**config.mk**
```make
export PLATFORM = sky130hd
export DESIGN_NAME = snax_hwpe_tcdm_stream_reader
export DESIGN_NICKNAME = d
export VERILOG_FILES = /design/src/rtl/snax_hwpe_tcdm_stream_reader.sv
export SDC_FILE = /design/constraint.sdc
export NUM_CORES = 1
export LEC_CHECK = 0
export CAP_MARGIN = 40
export CORE_MARGIN = 2
export CORE_UTILIZATION = 40
export DETAILED_ROUTE_END_ITERATION = 8
export HOLD_SLACK_MARGIN = 0.15
export PLACE_DENSITY_LB_ADDON = 0.2
export SLEW_MARGIN = 40
export SYNTH_ARGS = -nofsm -noshare
export SYNTH_HDL_FRONTEND = slang
export SYNTH_SLANG_ARGS = --single-unit
```
**constraint.sdc**
```tcl
create_clock -name clk_i -period 10.28 [get_ports clk_i]
set_input_delay 1.028 -clock clk_i [delete_from_list [all_inputs] [get_ports clk_i]]
set_output_delay 1.028 -clock clk_i [all_outputs]
set_load 0.005 [all_outputs]
```
**src/rtl/snax_hwpe_tcdm_stream_reader.sv**
```systemverilog
// Strided TCDM read streamer: issues LEN word reads at START + k*STRIDE as an
// HWPE TCDM master, buffers in-order responses in a small FIFO and drains them
// to a valid/ready stream. Credit-based issue keeps the FIFO from overflowing.
module snax_hwpe_tcdm_stream_reader #(
    parameter int AddrWidth = 32,
    parameter int DataWidth = 32,
    parameter int LenWidth  = 16,
    parameter int FifoDepth = 4
) (
    input  logic                   clk_i,
    input  logic                   rst_ni,
    input  logic                   start_i,
    input  logic [AddrWidth-1:0]   cfg_addr_i,
    input  logic [AddrWidth-1:0]   cfg_stride_i,
    input  logic [LenWidth-1:0]    cfg_len_i,
    output logic                   busy_o,
    output logic                   done_o,
    output logic                   tcdm_req_o,
    input  logic                   tcdm_gnt_i,
    output logic [31:0]            tcdm_add_o,
    output logic                   tcdm_wen_o,
    output logic [DataWidth/8-1:0] tcdm_be_o,
    output logic [DataWidth-1:0]   tcdm_data_o,
    input  logic [DataWidth-1:0]   tcdm_r_data_i,
    input  logic                   tcdm_r_valid_i,
    output logic                   strm_valid_o,
    input  logic                   strm_ready_i,
    output logic [DataWidth-1:0]   strm_data_o
);

    localparam int CntW = $clog2(FifoDepth + 1);
    localparam int PtrW = (FifoDepth > 1) ? $clog2(FifoDepth) : 1;

    typedef enum logic [1:0] {IDLE, ISSUE, DRAIN} state_e;

    state_e                 state_q, state_d;
    logic [AddrWidth-1:0]   addr_q, addr_d, stride_q, stride_d;
    logic [LenWidth-1:0]    len_q, len_d, issued_q, issued_d, popped_q, popped_d;
    logic [CntW-1:0]        outstanding_q, outstanding_d, count_q, count_d;
    logic [PtrW-1:0]        wptr_q, wptr_d, rptr_q, rptr_d;
    logic                   req_hold_q, req_hold_d, done_q, done_d;
    logic [DataWidth-1:0]   mem_q [FifoDepth];
    logic [DataWidth-1:0]   mem_d [FifoDepth];

    logic credit, hs, rsp, pop, last_pop, start_ok;

    // Room for one more word counting both buffered and in-flight reads.
    assign credit   = ({1'b0, outstanding_q} + {1'b0, count_q}) < (CntW+1)'(FifoDepth);
    assign hs       = tcdm_req_o & tcdm_gnt_i;
    // Responses with nothing in flight (e.g. after a mid-transfer reset) are dropped.
    assign rsp      = tcdm_r_valid_i && (outstanding_q != '0);
    assign pop      = (count_q != '0) && strm_ready_i;
    assign last_pop = pop && (state_q != IDLE) && (popped_q == len_q - LenWidth'(1));
    assign start_ok = (state_q == IDLE) && start_i;

    // FSM state register.
    always_ff @(posedge clk_i or negedge rst_ni) begin
        if (!rst_ni) state_q <= IDLE;
        else         state_q <= state_d;
    end

    // FSM next-state logic.
    always_comb begin
        state_d = state_q;
        case (state_q)
            IDLE:    if (start_i && cfg_len_i != '0) state_d = ISSUE;
            ISSUE: begin
                if (last_pop)                                     state_d = IDLE;
                else if (hs && issued_q + LenWidth'(1) == len_q)  state_d = DRAIN;
            end
            DRAIN:   if (last_pop) state_d = IDLE;
            default: state_d = IDLE;
        endcase
    end

    // FSM / datapath outputs. A raised request is held until granted.
    always_comb begin
        busy_o       = (state_q != IDLE);
        done_o       = done_q;
        tcdm_req_o   = (state_q == ISSUE) && (req_hold_q || ((issued_q < len_q) && credit));
        tcdm_add_o   = 32'(addr_q);
        tcdm_wen_o   = 1'b1;
        tcdm_be_o    = '1;
        tcdm_data_o  = '0;
        strm_valid_o = (count_q != '0);
        strm_data_o  = mem_q[rptr_q];
    end

    // Address/counter/FIFO next-state computation.
    always_comb begin
        addr_d        = addr_q;
        stride_d      = stride_q;
        len_d         = len_q;
        issued_d      = issued_q;
        popped_d      = popped_q;
        outstanding_d = outstanding_q;
        count_d       = count_q;
        wptr_d        = wptr_q;
        rptr_d        = rptr_q;
        mem_d         = mem_q;
        req_hold_d    = tcdm_req_o && !tcdm_gnt_i;
        done_d        = last_pop || (start_ok && cfg_len_i == '0);

        if (start_ok) begin
            addr_d   = cfg_addr_i;
            stride_d = cfg_stride_i;
            len_d    = cfg_len_i;
            issued_d = '0;
            popped_d = '0;
        end
        if (hs) begin
            issued_d = issued_q + LenWidth'(1);
            addr_d   = addr_q + stride_q;
        end
        case ({hs, rsp})
            2'b10:   outstanding_d = outstanding_q + CntW'(1);
            2'b01:   outstanding_d = outstanding_q - CntW'(1);
            default: outstanding_d = outstanding_q;
        endcase
        if (rsp) begin
            mem_d[wptr_q] = tcdm_r_data_i;
            wptr_d = (wptr_q == PtrW'(FifoDepth - 1)) ? '0 : wptr_q + PtrW'(1);
        end
        if (pop) begin
            rptr_d   = (rptr_q == PtrW'(FifoDepth - 1)) ? '0 : rptr_q + PtrW'(1);
            popped_d = popped_q + LenWidth'(1);
        end
        case ({rsp, pop})
            2'b10:   count_d = count_q + CntW'(1);
            2'b01:   count_d = count_q - CntW'(1);
            default: count_d = count_q;
        endcase
    end

    // Datapath registers; asynchronous reset clears everything in flight.
    always_ff @(posedge clk_i or negedge rst_ni) begin
        if (!rst_ni) begin
            addr_q        <= '0;
            stride_q      <= '0;
            len_q         <= '0;
            issued_q      <= '0;
            popped_q      <= '0;
            outstanding_q <= '0;
            count_q       <= '0;
            wptr_q        <= '0;
            rptr_q        <= '0;
            req_hold_q    <= 1'b0;
            done_q        <= 1'b0;
            for (int i = 0; i < FifoDepth; i++) mem_q[i] <= '0;
        end else begin
            addr_q        <= addr_d;
            stride_q      <= stride_d;
            len_q         <= len_d;
            issued_q      <= issued_d;
            popped_q      <= popped_d;
            outstanding_q <= outstanding_d;
            count_q       <= count_d;
            wptr_q        <= wptr_d;
            rptr_q        <= rptr_d;
            req_hold_q    <= req_hold_d;
            done_q        <= done_d;
            mem_q         <= mem_d;
        end
    end

endmodule

```
# Yosys cells after proc, flatten, opt, wreduce, memory -nomap -nowiden
# Index checks and enable logic that the tools add are counted.
# totals
word_cells,94
register_bits,254
input_bits,118
output_inout_bits,105
# op_classes
n_bitwise,3
addsub,11
n_lt_le_gt_ge,5
n_eq_ne,13
n_reduce_logical,26
n_mux,20
# op_table
op,count
two-way mux 32 bit,5
bitwise mux 128 bit,1
binary-select mux 32 bit (select 2 bit),1
demux 32 bit (select 2 bit),1
two-way mux 16 bit,3
adder 16 x 1 -> 16 bit (second input constant),2
adder 32 bit,1
equality test 16 bit,2
logical NOT 16 bit,1
less-than comparator 16 bit,1
nonzero test 16 bit,1
subtractor 16 x 1 -> 16 bit (second input constant),1
logical AND 1 bit,12
two-way mux 2 bit,6
case mux 3 bit (2 select lines),2
equality test 2 bit (second input constant),5
nonzero test 2 bit,5
adder 3 x 1 -> 3 bit (second input constant),2
equality test 2 x 1 -> 1 bit (second input constant),3
greater-or-equal comparator 3 bit (second input constant),2
inverter 2 -> 3 bit,2
case mux 2 bit (3 select lines),1
nonzero test 3 bit,2
subtractor 3 x 1 -> 3 bit (second input constant),2
12 further kinds,14

# Longest topological paths before layout
# Gate-level depths: netlist of the first run.
# logic_depth
ltp_word,10
depth_mapped,18

# Worst setup path after synthesis of the first run
# Ideal clock, no wire load.
# synth_path
kind,flip-flop to flip-flop
from,register len_q[2]
to,register outstanding_q[2]
slack_ps,6921
path_stages_with_launch,18
setup_ps,79
synth_period_minus_slack_ps,3359
arrival_time_ps,3279
cell_sequence,dfrtp_1 > clkbuf_1 > inv_1 > ha_1 > o211ai_1 > a211oi_1 > o21ai_1 > and3_1 > clkbuf_1 > inv_2 > clkbuf_1 > clkbuf_1 > ha_1 > inv_1 > fa_1 > xor2_1 > nor2_1 > xor2_1
# synth_via
elab_chain_len,7
elab_cells_between_ends,9
classes_between,order compare (1); eq/ne (2); mux (1); bitwise (1); reduce/logical (4)
# synth_lines
element,line,text
"start, declared",38,"logic [LenWidth-1:0] len_q, len_d, issued_q, issued_d, popped_q, popped_d;"
"start signal, assigned",153,len_q <= len_d;
less-than comparator 16 bit (*),80,tcdm_req_o = (state_q == ISSUE) && (req_hold_q || ((issued_q < len_q) && credit));
logical AND 1 bit (*),80,
logical OR 1 bit (*),80,
logical AND 1 bit (*),80,
bitwise AND 1 bit (*),49,assign hs = tcdm_req_o & tcdm_gnt_i;
equality test 2 x 1 -> 1 bit / equality test 2 bit (equally long branches),115,"case ({hs, rsp})"
case mux 3 bit (2 select lines) / nonzero test 2 bit (equally long branches),n/a,
"end signal, assigned",156,outstanding_q <= outstanding_d;
"end, declared",39,"logic [CntW-1:0] outstanding_q, outstanding_d, count_q, count_d;"
# Every way passes the cells marked *; elsewhere a longest branch is shown, timed or not.
# A chain may end at the register's enable or synchronous reset.

# Worst setup path in the final report of the first run
# layout_path
from,register len_q[5]
to,output port tcdm_req_o
# layout_via
elab_chain_len,4
# layout_lines
element,line,text
less-than comparator 16 bit,80,
logical AND 1 bit,80,
logical OR 1 bit,80,
logical AND 1 bit,80,
"end, declared",18,"output logic tcdm_req_o,"
# No other way between the ends.

==> reports/metrics.sh, run 1 <==
OUTCOME='complete, no violations'
AREA_GROWTH_SYN_TO_LAYOUT_PCT=23.0
FINALWORSTPATHREQUIREDPERIOD_NS=4.01
DESIGN.CORE.AREA_UM2=35400
CLASS_OF_THE_MOST_CRITICAL_SETUP_PATH='reg -> out'
PORT_BUFFERS=185
NETLIST_INSTANCES=1396
SEQ_AREA_FRAC_SYNTH_PCT=44.5
CTS.ROOT.BUFFER_CELL='clkbuf_16'
CAP_VIOL_MAX_COUNT=0
GRT_USE_TOTAL_PCT=18.7
REPORT.FINAL.SETUP_VIOL=0
FIN_TNS_SETUP_NS=0
CTS_INSERTED_BUFFERS=30
DPL.HPWL_MM=24.2
SYNTHESIS.AREA_PER_INSTANCE_UM2=10.2
WORST_PATH_REQUIRED_NS=9.25
GRT_OVERFLOW=0
WORSTPATHARRIVAL_NS=2.98
WORST_PATH_LARGEST_CELL_DELAY_NS=0.57
RESIZED_GATES_AFTER_CTS=0
TIMING.MAX_SLEW.REL_SLACK_PCT=48.8
DETAIL_ROUTE.VIAS_PER_CELL=5.26
CTS.SINK_COUNT=254
INITIAL_CORE_UTIL_PCT=40.4
CRITICAL_PATH_BUF_INV_COUNT=3
DOMINANTREGCELLSYNTH='dfrtp_1'
CLK_LATENCY_NS=0.56
WORSTPATHMAXFANOUT=8
MAXIMUM_NUMBER_OF_PINS_ON_ONE_NET_BEFORE_GLOBAL_ROUTE_REPAIR=76
MIN_PATH_TYPE='in -> async'
DRT-TOTAL-WL_MM=34.9
DIODES=0
DRT-PASS1-ITER-COUNT=5
BOUNDARYPINS=223
ANTENNA_VIOLATING_NETS_POST_ROUTE=0
FINAL-MAX-SLEW-VIOLATION-COUNT=0
HTREE_NUM_LEVELS=1
CP_SLOWEST_CELL='clkdlybuf4s50_1'
PRE_CTS_SLACK_NS=6.86
AVGROUTEDWIREPERCELL_UM=17.1
STARTPOINT_TYPE='flop'
YOSYS_WARNINGS=0
POST-PLACE-CELLS=1989
GRT_ANTENNA_BEFORE_REPAIR=1
WIRE_LENGTH_OF_THE_FIRST_GLOBAL_ROUTING_PASS_MM=56.0
TIGHTESTPINTRANSITION_NS=0.768
DRIVE_ABOVE_1_SHARE_PCT=15.5
MOST_FREQUENT_CELL_ON_THE_CRITICAL_PATH='inv_1'
ROUTABILITYCONGESTION=0.837
SYNTH.DISTINCT_CELLS=74
DETAILED_ROUTE_DRC_ERROR_COUNT=0
DIE_Y_UM=193
FMAX_MHz=250
LAYOUT.CELLS.NON_FILLER=2045
BUFFER_LEVELS_ON_THE_LONGEST_CLOCK_PATH=3
FINALCOREUTILIZATION_PCT=49.7
ROWS=69
ROUTE.VIAS.TOTAL=10800
SYNTHARSTFLOPSHARE_PCT=100
PEAKVDDDROP_mV=0.159
DRT_FIRST_ITER_VIOLATIONS=450
CPLARGESTDELAYFAMILY='buffers and inverters'
POWER-PER-CELL-AREA_nW_PER_UM2=252
FINAL.SETUP_SKEW_NS=0.0148
CLK_PIN_SLEW_NS=0.06
FINAL_NET_COUNT=1740
SYNTH.FF_LATCH_COUNT=254
POSTCTSSETUPREPAIRBUFS=0
SYNTHESIS.AREA_UM2=14300
FINALHOLDVIOLATIONS=0
CTS-HOLD-FIX-BUFFERS=0
END_KIND='primary output'
TRITONCTS='built'
DIE_W_UM=193
DIE-AREA_UM2=37200
FF2FF_SETUP_SLACK_NS=6.91
SETUP_REPAIR_AFTER_GLOBAL_ROUTING_MISSED_ITS_MARGIN='no'
SYNTH_ENABLE_FLOP_CELLS=0
VIAS_IN_THE_FIRST_GLOBAL_ROUTE=10800
CELLS_ALONG_THE_CRITICAL_PATH='inv_1, ha_1, a21oi_1, o21ai_0, a31o_2, o21ai_1, nand2_1, inv_1, clkdlybuf4s50_1'
FINAL.PERIOD_UTILIZATION_PCT=39.0
TIMING.FINAL.WS_SETUP_NS=6.27
P_LEAK_nW=7.80
## state kept, by name, summed over array words and instances (netlist names)
| register | cells |
|---|---|
| mem_q | 128 |
| stride_q | 32 |
| tcdm_add_o | 32 |
| issued_q | 16 |
| len_q | 16 |
| popped_q | 16 |
| count_q | 3 |
| outstanding_q | 3 |
| rptr_q | 2 |
| state_q | 2 |
| wptr_q | 2 |
| done_o | 1 |
| req_hold_q | 1 |
## layer usage
metal  track usage, %  up-vias  wire [µm]
met5                0        -         13
met4             5.51        2        995
met3             3.46       56       1780
met2             30.8      257      16200
met1             25.1     5205      15900
li1                 -     5239          -
## path summary, 6_finish.rpt
path | startpoint | end | depth (start not counted)
min reg2reg | stride_q[16] | stride_q[16] | 2
max reg2reg | len_q[5] | state_q[1] | 13
max in group asynchronous | rst_ni | mem_q[10] | 3
max | len_q[5] | tcdm_req_o | 9
min | rst_ni | stride_q[4] | 1
min in group clk_i | stride_q[16] | stride_q[16] | 2
## per-stage QoR
stage               power [mW]  hold slack [ns]  area, µm²
floorplan                 2.60            0.450      14400
global placement          3.24            0.463      16400
detailed placement        3.29            0.467      16500
CTS                       4.48            0.420      17600
global route              4.71            0.436      17600
finish                    4.42            0.399      17600
## cells in the mapped netlist (all sizes together), types with 5 or more instances
cell type	number	share of area, %
a31oi	25	1.1
buf	58	2.5
o21a	9	0.47
o31ai	14	0.74
and2	14	0.61
or2	6	0.26
o211ai	7	0.37
nand3	38	1.3
nor2b	5	0.22
nor2	64	1.7
nand2	229	6.0
inv	44	1.2
a211oi	8	0.42
nand4	13	0.57
nor3	20	0.74
mux2	130	10
dfrtp	254	44
o21ai	86	3.0
mux4	32	5.0
ha	59	5.2
a21o	16	0.84
mux2i	7	0.49
a21oi	51	1.8
clkbuf	45	1.2
nor4	11	0.48
xnor2	35	2.1
or3	6	0.30
and3	17	0.74
xor2	29	1.8
## worst reg2reg max path, cell delays in order (launching register included)
cell and delay [ns]:
dfrtp_1 0.49, inv_1 0.10, ha_1 0.32, a21oi_1 0.13
o21ai_0 0.12, a31o_2 0.26, o21ai_1 0.22, and3_1 0.19
buf_4 0.32, inv_2 0.07, buf_4 0.35, nor4_1 0.54
a21oi_1 0.08, nor2_1 0.10
## cell usage in the layout, fill, tap and decap left out, types with 35 or more instances in the layout
| master | instances |
|---|---|
| dfrtp_1 | 253 |
| nand2_1 | 228 |
| clkdlybuf4s50_1 | 184 |
| mux2_2 | 129 |
| o21ai_0 | 65 |
| nor2_1 | 63 |
| ha_1 | 59 |
| a21oi_1 | 51 |
| inv_1 | 43 |
| nand3_1 | 38 |
| conb_1 | 37 |
| xnor2_1 | 35 |
## power by group
| part | total, mW | internal, mW | switching, mW |
|---|---|---|---|
| Clock | 1.17 | 0.741 | 0.432 |
| Combinational | 1.71 | 0.990 | 0.723 |
| Sequential | 1.54 | 1.34 | 0.200 |
| Total | 4.42 | 3.07 | 1.35 |
## kinds of logic (layout without fill, tap and decap cells)
group | Yosys count | count (layout) | synth area share [%]
xor+xnor | 64 | 64 | 3.92
buf+inv | 148 | 301 | 4.88
mux | 169 | 169 | 15.8
fa+ha+maj | 62 | 62 | 5.59
flops | 254 | 254 | 44.5
other cells | 2 | 37 | 0.0526
compound gates | 259 | 259 | 11.5
simple gates | 438 | 438 | 13.8
## cell type report
class                      instances  area [µm²]
timing repair buffer             200        1980
clock buffer                      46         921
inverter                          45         169
tap                              461         577
sequential                       254        6360
clock inverter                    10         200
fill                            3249       17800
multi-input combinational       1029        7370
Power figures use the tool's default switching activity.
==> inputs of run 2 (changes only) <==
clock period = 3.8 ns   (was 10.28 ns; I/O delays follow)
==> reports/metrics.sh, run 2 (synthesized netlist as in run 1, its figures left out) <==
OUTCOME='complete, no violations'
PLACED_AREA_UM2=16500  # +0.56%
STARTPOINT_TYPE='flop'
END_KIND='primary output'
P_LEAK_nW=7.82  # +0.29%
GRT_ANTENNA_BEFORE_REPAIR=0  # -1
DIE_W_UM=193  # unchanged
WORSTPATHARRIVAL_NS=3.03  # +0.05 ns
BOUNDARYPINS=223  # unchanged
TIGHTESTPINTRANSITION_NS=0.768  # +0.000145 ns
TIMING.MAX_SLEW.REL_SLACK_PCT=48.8  # about the same
DRIVE_ABOVE_1_SHARE_PCT=16.0  # +0.50 points
CP_SLOWEST_CELL='clkdlybuf4s50_1'
POWER-PER-CELL-AREA_nW_PER_UM2=673  # +170%
PRE_CTS_SLACK_NS=0.683  # -6.17 ns
HTREE_NUM_LEVELS=1  # unchanged
DIE-AREA_UM2=37200  # unchanged
ROUTABILITYCONGESTION=0.863  # +3.2%
FIN_TNS_SETUP_NS=0  # unchanged
FINALWORSTPATHREQUIREDPERIOD_NS=3.41
FINAL.PERIOD_UTILIZATION_PCT=89.7
FMAX_MHz=293
ANTENNA_VIOLATING_NETS_POST_ROUTE=0  # unchanged
BUFFER_LEVELS_ON_THE_LONGEST_CLOCK_PATH=3  # unchanged
CTS.SINK_COUNT=254  # unchanged
GRT_OVERFLOW=0  # unchanged
MOST_FREQUENT_CELL_ON_THE_CRITICAL_PATH='inv_1'
DETAIL_ROUTE.VIAS_PER_CELL=5.29  # +0.62%
DRT-TOTAL-WL_MM=35.7  # +2.3%
FF2FF_SETUP_SLACK_NS=0.67  # -6.24 ns
AVGROUTEDWIREPERCELL_UM=17.4  # +1.9%
AREA_GROWTH_SYN_TO_LAYOUT_PCT=23.5
WORSTPATHMAXFANOUT=6  # -2
REPORT.FINAL.SETUP_VIOL=0  # unchanged
CLASS_OF_THE_MOST_CRITICAL_SETUP_PATH='reg -> out'
PEAKVDDDROP_mV=0.476  # +200%
LARGEST_REGISTER_FFS=128  # unchanged
DESIGN.CORE.AREA_UM2=35400  # unchanged
CRITICAL_PATH_BUF_INV_COUNT=3  # unchanged
CLK_PIN_SLEW_NS=0.06  # about the same
INITIAL_CORE_UTIL_PCT=40.4  # unchanged
DPL.HPWL_MM=25.2  # +4.1%
MAXIMUM_NUMBER_OF_PINS_ON_ONE_NET_BEFORE_GLOBAL_ROUTE_REPAIR=105  # +38%
LAYOUT.CELLS.NON_FILLER=2052  # +0.34%
CLK_LATENCY_NS=0.55  # about the same
FINALHOLDVIOLATIONS=0  # unchanged
CAP_VIOL_MAX_COUNT=0  # unchanged
POST-PLACE-CELLS=1994  # +0.25%
DRT-PASS1-ITER-COUNT=5  # unchanged
MOSTFREQUENTLAYOUTCELL='dfrtp_1'
WORST_PATH_LARGEST_CELL_DELAY_NS=0.54  # -0.03 ns
FINALCOREUTILIZATION_PCT=49.8  # +0.19 points
ROUTE.VIAS.TOTAL=10900  # +0.97%
GRT_USE_TOTAL_PCT=19.3  # +0.58 points
CTS.ROOT.BUFFER_CELL='clkbuf_16'
DIE_Y_UM=193  # unchanged
FINAL_NET_COUNT=1747  # +0.40%
SETUP_REPAIR_AFTER_GLOBAL_ROUTING_MISSED_ITS_MARGIN='no'
TIMING.FINAL.WS_SETUP_NS=0.391  # -5.88 ns
CTS_INSERTED_BUFFERS=30  # unchanged
CPLARGESTDELAYFAMILY='compound AO/OA/AOI/OAI gates'
MAX_FLOP_REGISTER='mem_q'
CELLS_ALONG_THE_CRITICAL_PATH='inv_1, ha_1, a21oi_1, o21ai_0, a31o_2, o21ai_1, nand2_1, inv_1, clkdlybuf4s50_1'
TRITONCTS='built'
WIRE_LENGTH_OF_THE_FIRST_GLOBAL_ROUTING_PASS_MM=57.3  # +2.3%
DRT_FIRST_ITER_VIOLATIONS=520  # +16%
PORT_BUFFERS=185  # unchanged
FINAL-MAX-SLEW-VIOLATION-COUNT=0  # unchanged
MOST_FREQUENT_CELLS_IN_THE_LAYOUT='dfrtp_1, nand2_1, clkdlybuf4s50_1'
MIN_PATH_TYPE='in -> async'
WORST_PATH_REQUIRED_NS=3.42  # -5.83 ns
LAYOUT.CELL_AREA.NON_FILLER_UM2=17600  # +0.39%
DETAILED_ROUTE_DRC_ERROR_COUNT=0  # unchanged
VIAS_IN_THE_FIRST_GLOBAL_ROUTE=10800  # +0.24%
DIODES=0  # unchanged
POSTCTSSETUPREPAIRBUFS=0  # unchanged
ROWS=69  # unchanged
FINAL.SETUP_SKEW_NS=0.0111  # -0.00364 ns
==> run 2: cell count changes in the layout (fill, tap and decap cells not counted), moves of 2 or more <==
cell	before	now
clkbuf_8	11	6
clkinv_2	4	7
buf_4	13	15
buf_6	2	0
clkbuf_1	5	2
buf_12	0	5
clkinvlp_4	0	4
==> run 2: what timing repair did <==
action	in CTS	in global routing
endpoints found under the hold margin	99	0
resized for setup	0	0
hold buffers	1	0
==> run 2: worst reg2reg max path, stage by stage, from the launching register on <==
cell and delay (ns):
dfrtp_1 0.37, ha_1 0.21, inv_1 0.07, fa_1 0.40, nor2b_1 0.16, o31ai_1 0.16, a2111oi_2 0.67, o2111ai_1 0.28
a31oi_1 0.31, a31oi_1 0.13, xor2_1 0.16, o21ai_1 0.14
==> run 2: layout make-up <==
| type | instances | area, µm² |
|---|---|---|
| Clock inverter | 18 | 219 |
| Inverter | 45 | 169 |
| Clock buffer | 38 | 841 |
| Timing Repair Buffer | 207 | 2110 |
| Fill cell | 3261 | 17800 |
| Sequential cell | 254 | 6360 |
| Tap cell | 461 | 577 |
| Multi-Input combinational cell | 1029 | 7370 |
==> run 2: per-layer routing <==
layer | wire length [µm] | GRT usage, % | vias to the layer above
met3 | 1620 | 2.86 | 44
met1 | 16600 | 26.6 | 5324
li1 | - | - | 5246
met2 | 16800 | 32.3 | 249
met4 | 693 | 4.20 | 0
met5 | 0 | 0 | -
==> run 2: final timing paths <==
check,depth (start not counted),start,endpoint
max,9,len_q[7],tcdm_req_o
min reg2reg,2,stride_q[15],stride_q[15]
max reg2reg,11,tcdm_add_o[0],tcdm_add_o[30]
min in group clk_i,3,cfg_stride_i[14],stride_q[14]
min,2,rst_ni,stride_q[5]
max in group asynchronous,4,rst_ni,stride_q[29]
==> run 2: metrics by stage <==
stage	hold WS (ns)	power [mW]
2_1_floorplan	0.0844	7.03
3_3_place_gp	0.462	8.83
3_5_place_dp	0.468	8.96
4_1_cts	0.328	12.0
5_1_grt	0.299	12.7
6_report	0.281	11.9
==> run 2: power by group <==
part           total [mW]  internal (mW)  switching (mW)  leakage [nW]
registers            4.22           3.62           0.598          3.05
logic                4.64           2.73            1.92          4.26
clock network        3.02           1.84            1.18         0.515
==> inputs of run 3 (changes only) <==
CORE_MARGIN = default   (was 2)
MAX_ROUTING_LAYER = met4   (was default)
==> reports/metrics.sh, run 3 (synthesized netlist as in run 1, its figures left out) <==
DRT-PASS1-ITER-COUNT=5  # unchanged
DIE_W_UM=191  # -1.0%
ROUTE.VIAS.TOTAL=10900  # -0.055%
FINAL_NET_COUNT=1744  # -0.17%
CELLS_ALONG_THE_CRITICAL_PATH='inv_1, ha_1, a21oi_1, o21ai_0, a31o_2, o21ai_1, nand2_1, inv_1, clkdlybuf4s50_1'
POWER-PER-CELL-AREA_nW_PER_UM2=673  # about the same
TIGHTESTPINTRANSITION_NS=0.776  # +0.00794 ns
ORIGIN_OF_THE_WORST_SETUP_PATH='len_q[7]'
FINAL.PERIOD_UTILIZATION_PCT=89.7  # about the same
INITIAL_CORE_UTIL_PCT=41.0  # +0.69 points
FINALCOREUTILIZATION_PCT=50.4  # +0.52 points
MIN_PATH_TYPE='in -> reg'
WORST_PATH_LARGEST_CELL_DELAY_NS=0.55  # about the same
WORST_HOLD_STARTPOINT='cfg_stride_i[14]'
DESIGN.CORE.AREA_UM2=34800  # -1.7%
WORSTPATHMAXFANOUT=6  # unchanged
WORSTPATHARRIVAL_NS=3.03  # about the same
REGTOREGENDPOINT='state_q[1]'
BOUNDARYPINS=223  # unchanged
DRT_FIRST_ITER_VIOLATIONS=439  # -16%
DIE-AREA_UM2=36500  # -2.1%
AREA_GROWTH_SYN_TO_LAYOUT_PCT=22.7
TOTAL_SWITCHING_POWER_mW=3.66  # -0.95%
ROUTED_LENGTH_ON_MET1_MM=16.3  # -1.4%
P_LEAK_nW=7.78  # -0.53%
LAYOUT.CELL_AREA.NON_FILLER_UM2=17500  # -0.67%
DRIVE_ABOVE_1_SHARE_PCT=15.6  # -0.39 points
POSTCTSSETUPREPAIRBUFS=0  # unchanged
MOSTFREQUENTLAYOUTCELL='dfrtp_1'
INTERNAL_POWER_mW=8.13  # -0.64%
PORT_BUFFERS=185  # unchanged
MAX_FLOP_REGISTER='mem_q'
FMAX_MHz=294  # about the same
FINAL-MAX-SLEW-VIOLATION-COUNT=0  # unchanged
AVGROUTEDWIREPERCELL_UM=17.3  # -0.59%
CTS.ROOT.BUFFER_CELL='clkbuf_16'
HOLD_PATH_END='stride_q[14]'
FINALHOLDVIOLATIONS=0  # unchanged
SEQ_POWER_SHARE_PCT=35.8  # +0.3 points
CLK_PIN_SLEW_NS=0.06  # about the same
LARGEST_REGISTER_FFS=128  # unchanged
TIMING.MAX_SLEW.REL_SLACK_PCT=48.3  # -0.53 points
TIMING.HOLD.WORST_PATH_DEPTH=3
DIE_Y_UM=191  # -1.0%
DR_WL_MET2_MM=16.6  # -1.5%
SETUP_REPAIR_AFTER_GLOBAL_ROUTING_MISSED_ITS_MARGIN='no'
SWITCHING_SHARE_PCT=31.0  # -0.068 points
GRT_ANTENNA_BEFORE_REPAIR=0  # unchanged
CLASS_OF_THE_MOST_CRITICAL_SETUP_PATH='reg -> out'
POST-LAYOUT-TOTAL-POWER_mW=11.8  # -0.74%
MOST_FREQUENT_CELL_ON_THE_CRITICAL_PATH='inv_1'
STARTPOINT_TYPE='flop'
DETAILED_ROUTE_DRC_ERROR_COUNT=0  # unchanged
DPL.HPWL_MM=25.0  # -0.87%
MAXIMUM_NUMBER_OF_PINS_ON_ONE_NET_BEFORE_GLOBAL_ROUTE_REPAIR=92  # -12%
CTS_INSERTED_BUFFERS=29  # -3.3%
ROWS=68  # -1.4%
GRT_USE_TOTAL_PCT=20.2  # +0.95 points
WL_MET3_MM=1.61  # -0.43%
FINAL.SETUP_SKEW_NS=0.0128  # +0.00173 ns
BUFFER_LEVELS_ON_THE_LONGEST_CLOCK_PATH=3  # unchanged
FF2FF_SETUP_SLACK_NS=0.61  # -0.06 ns
ROUTABILITYCONGESTION=0.866  # +0.32%
CLK_LATENCY_NS=0.55  # about the same
DRT-TOTAL-WL_MM=35.3  # -1.1%
DIODES=0  # unchanged
POWER.CLOCK.FRACTION_PCT=24.8  # -0.6 points
HTREE_NUM_LEVELS=1  # unchanged
WORST_PATH_REQUIRED_NS=3.42  # about the same
R2R_CELLS=13  # +2
CAP_VIOL_MAX_COUNT=0  # unchanged
FINALWORSTPATHREQUIREDPERIOD_NS=3.41  # -0.00229 ns
POWER.COMBINATIONAL.FRACTION_PCT=39.4  # +0.3 points
TRITONCTS='built'
PEAKVDDDROP_mV=0.431  # -9.3%
CTS.SINK_COUNT=254  # unchanged
GRT_OVERFLOW=0  # unchanged
WIRE_LENGTH_OF_THE_FIRST_GLOBAL_ROUTING_PASS_MM=57.4  # +0.11%
REPORT.FINAL.SETUP_VIOL=0  # unchanged
VIAS_IN_THE_FIRST_GLOBAL_ROUTE=11000  # +1.5%
CP_SLOWEST_CELL='clkdlybuf4s50_1'
TOP_SIGNAL_LAYER_USED='met4'
FIN_TNS_SETUP_NS=0  # unchanged
PLACED_AREA_UM2=16500  # -0.24%
R2R_START='len_q[7]'
MOST_FREQUENT_CELLS_IN_THE_LAYOUT='dfrtp_1, nand2_1, clkdlybuf4s50_1'
DETAIL_ROUTE.VIAS_PER_CELL=5.32  # +0.48%
ANTENNA_VIOLATING_NETS_POST_ROUTE=0  # unchanged
OUTCOME='complete, no violations'
END_KIND='primary output'
==> run 3: cell types whose count changed in the layout (fill, tap and decap cells not counted), sizes merged <==
cell | previous run | this run
buf | 22 | 20
bufinv | 4 | 5
clkbuf | 38 | 36
clkinvlp | 4 | 2
==> run 3: power by group through the flow <==
stage / registers [mW] / logic [mW] / clock network (mW)
2_1_floorplan: 4.04 / 2.99 / 0
3_3_place_gp: 4.21 / 4.62 / 0
3_5_place_dp: 4.26 / 4.69 / 0
4_1_cts: 4.22 / 4.73 / 3.01
5_1_grt: 4.34 / 5.13 / 3.12
6_report: 4.22 / 4.65 / 2.92
==> run 3: critical path, delay by kind of cell, from the launching register on <==
family / cells / cell delay [ns]
AO/OA/AOI/OAI: 4 / 0.77
adder cells (fa/ha/maj): 1 / 0.33
buffers and inverters: 3 / 0.73
flip-flops: 1 / 0.49
AND/OR/NAND/NOR: 1 / 0.15
==> run 3: per-stage QoR <==
stage / cells / hold WS, ns / worst slack (ns)
floorplan: 1431 / 0.0844 / 0.441
global placement: 1987 / 0.460 / 0.692
detailed placement: 1987 / 0.464 / 0.608
CTS: 2041 / 0.331 / 0.359
global route: 2041 / 0.349 / 0.198
finish: 2041 / 0.358 / 0.393
==> run 3: area by class of cell <==
| type | instances | area, µm² |
|---|---|---|
| fill | 3203 | 17300 |
| multi-input combinational | 1029 | 7380 |
| sequential | 254 | 6360 |
| timing repair buffer | 205 | 2050 |
| clock buffer | 36 | 782 |
| tap | 455 | 569 |
| clock inverter | 17 | 223 |
| inverter | 45 | 169 |
==> run 3: worst max path at each step <==
stage                  endpoint  slack [ns]  cells after the start
6_report             tcdm_req_o        0.39                      9
5_1_grt              tcdm_req_o        0.20                      9
4_1_cts              tcdm_req_o        0.36                      9
3_5_place_dp         state_q[1]        0.61                     13
3_3_place_gp       issued_q[15]        0.69                     11
2_1_floorplan  outstanding_q[2]        0.44                     17
==> run 3: timing repair <==
item / 4_1_cts / 5_1_grt
hold buffers: 1 / 0
gates resized for setup: 0 / 0
endpoints found under the hold margin: 89 / 0
==> run 3: routing by layer <==
metal,vias up,GRT usage [%]
li1,5255,-
met1,5284,27.0
met2,264,32.6
met3,54,2.70
met4,0,4.71
met5,-,-
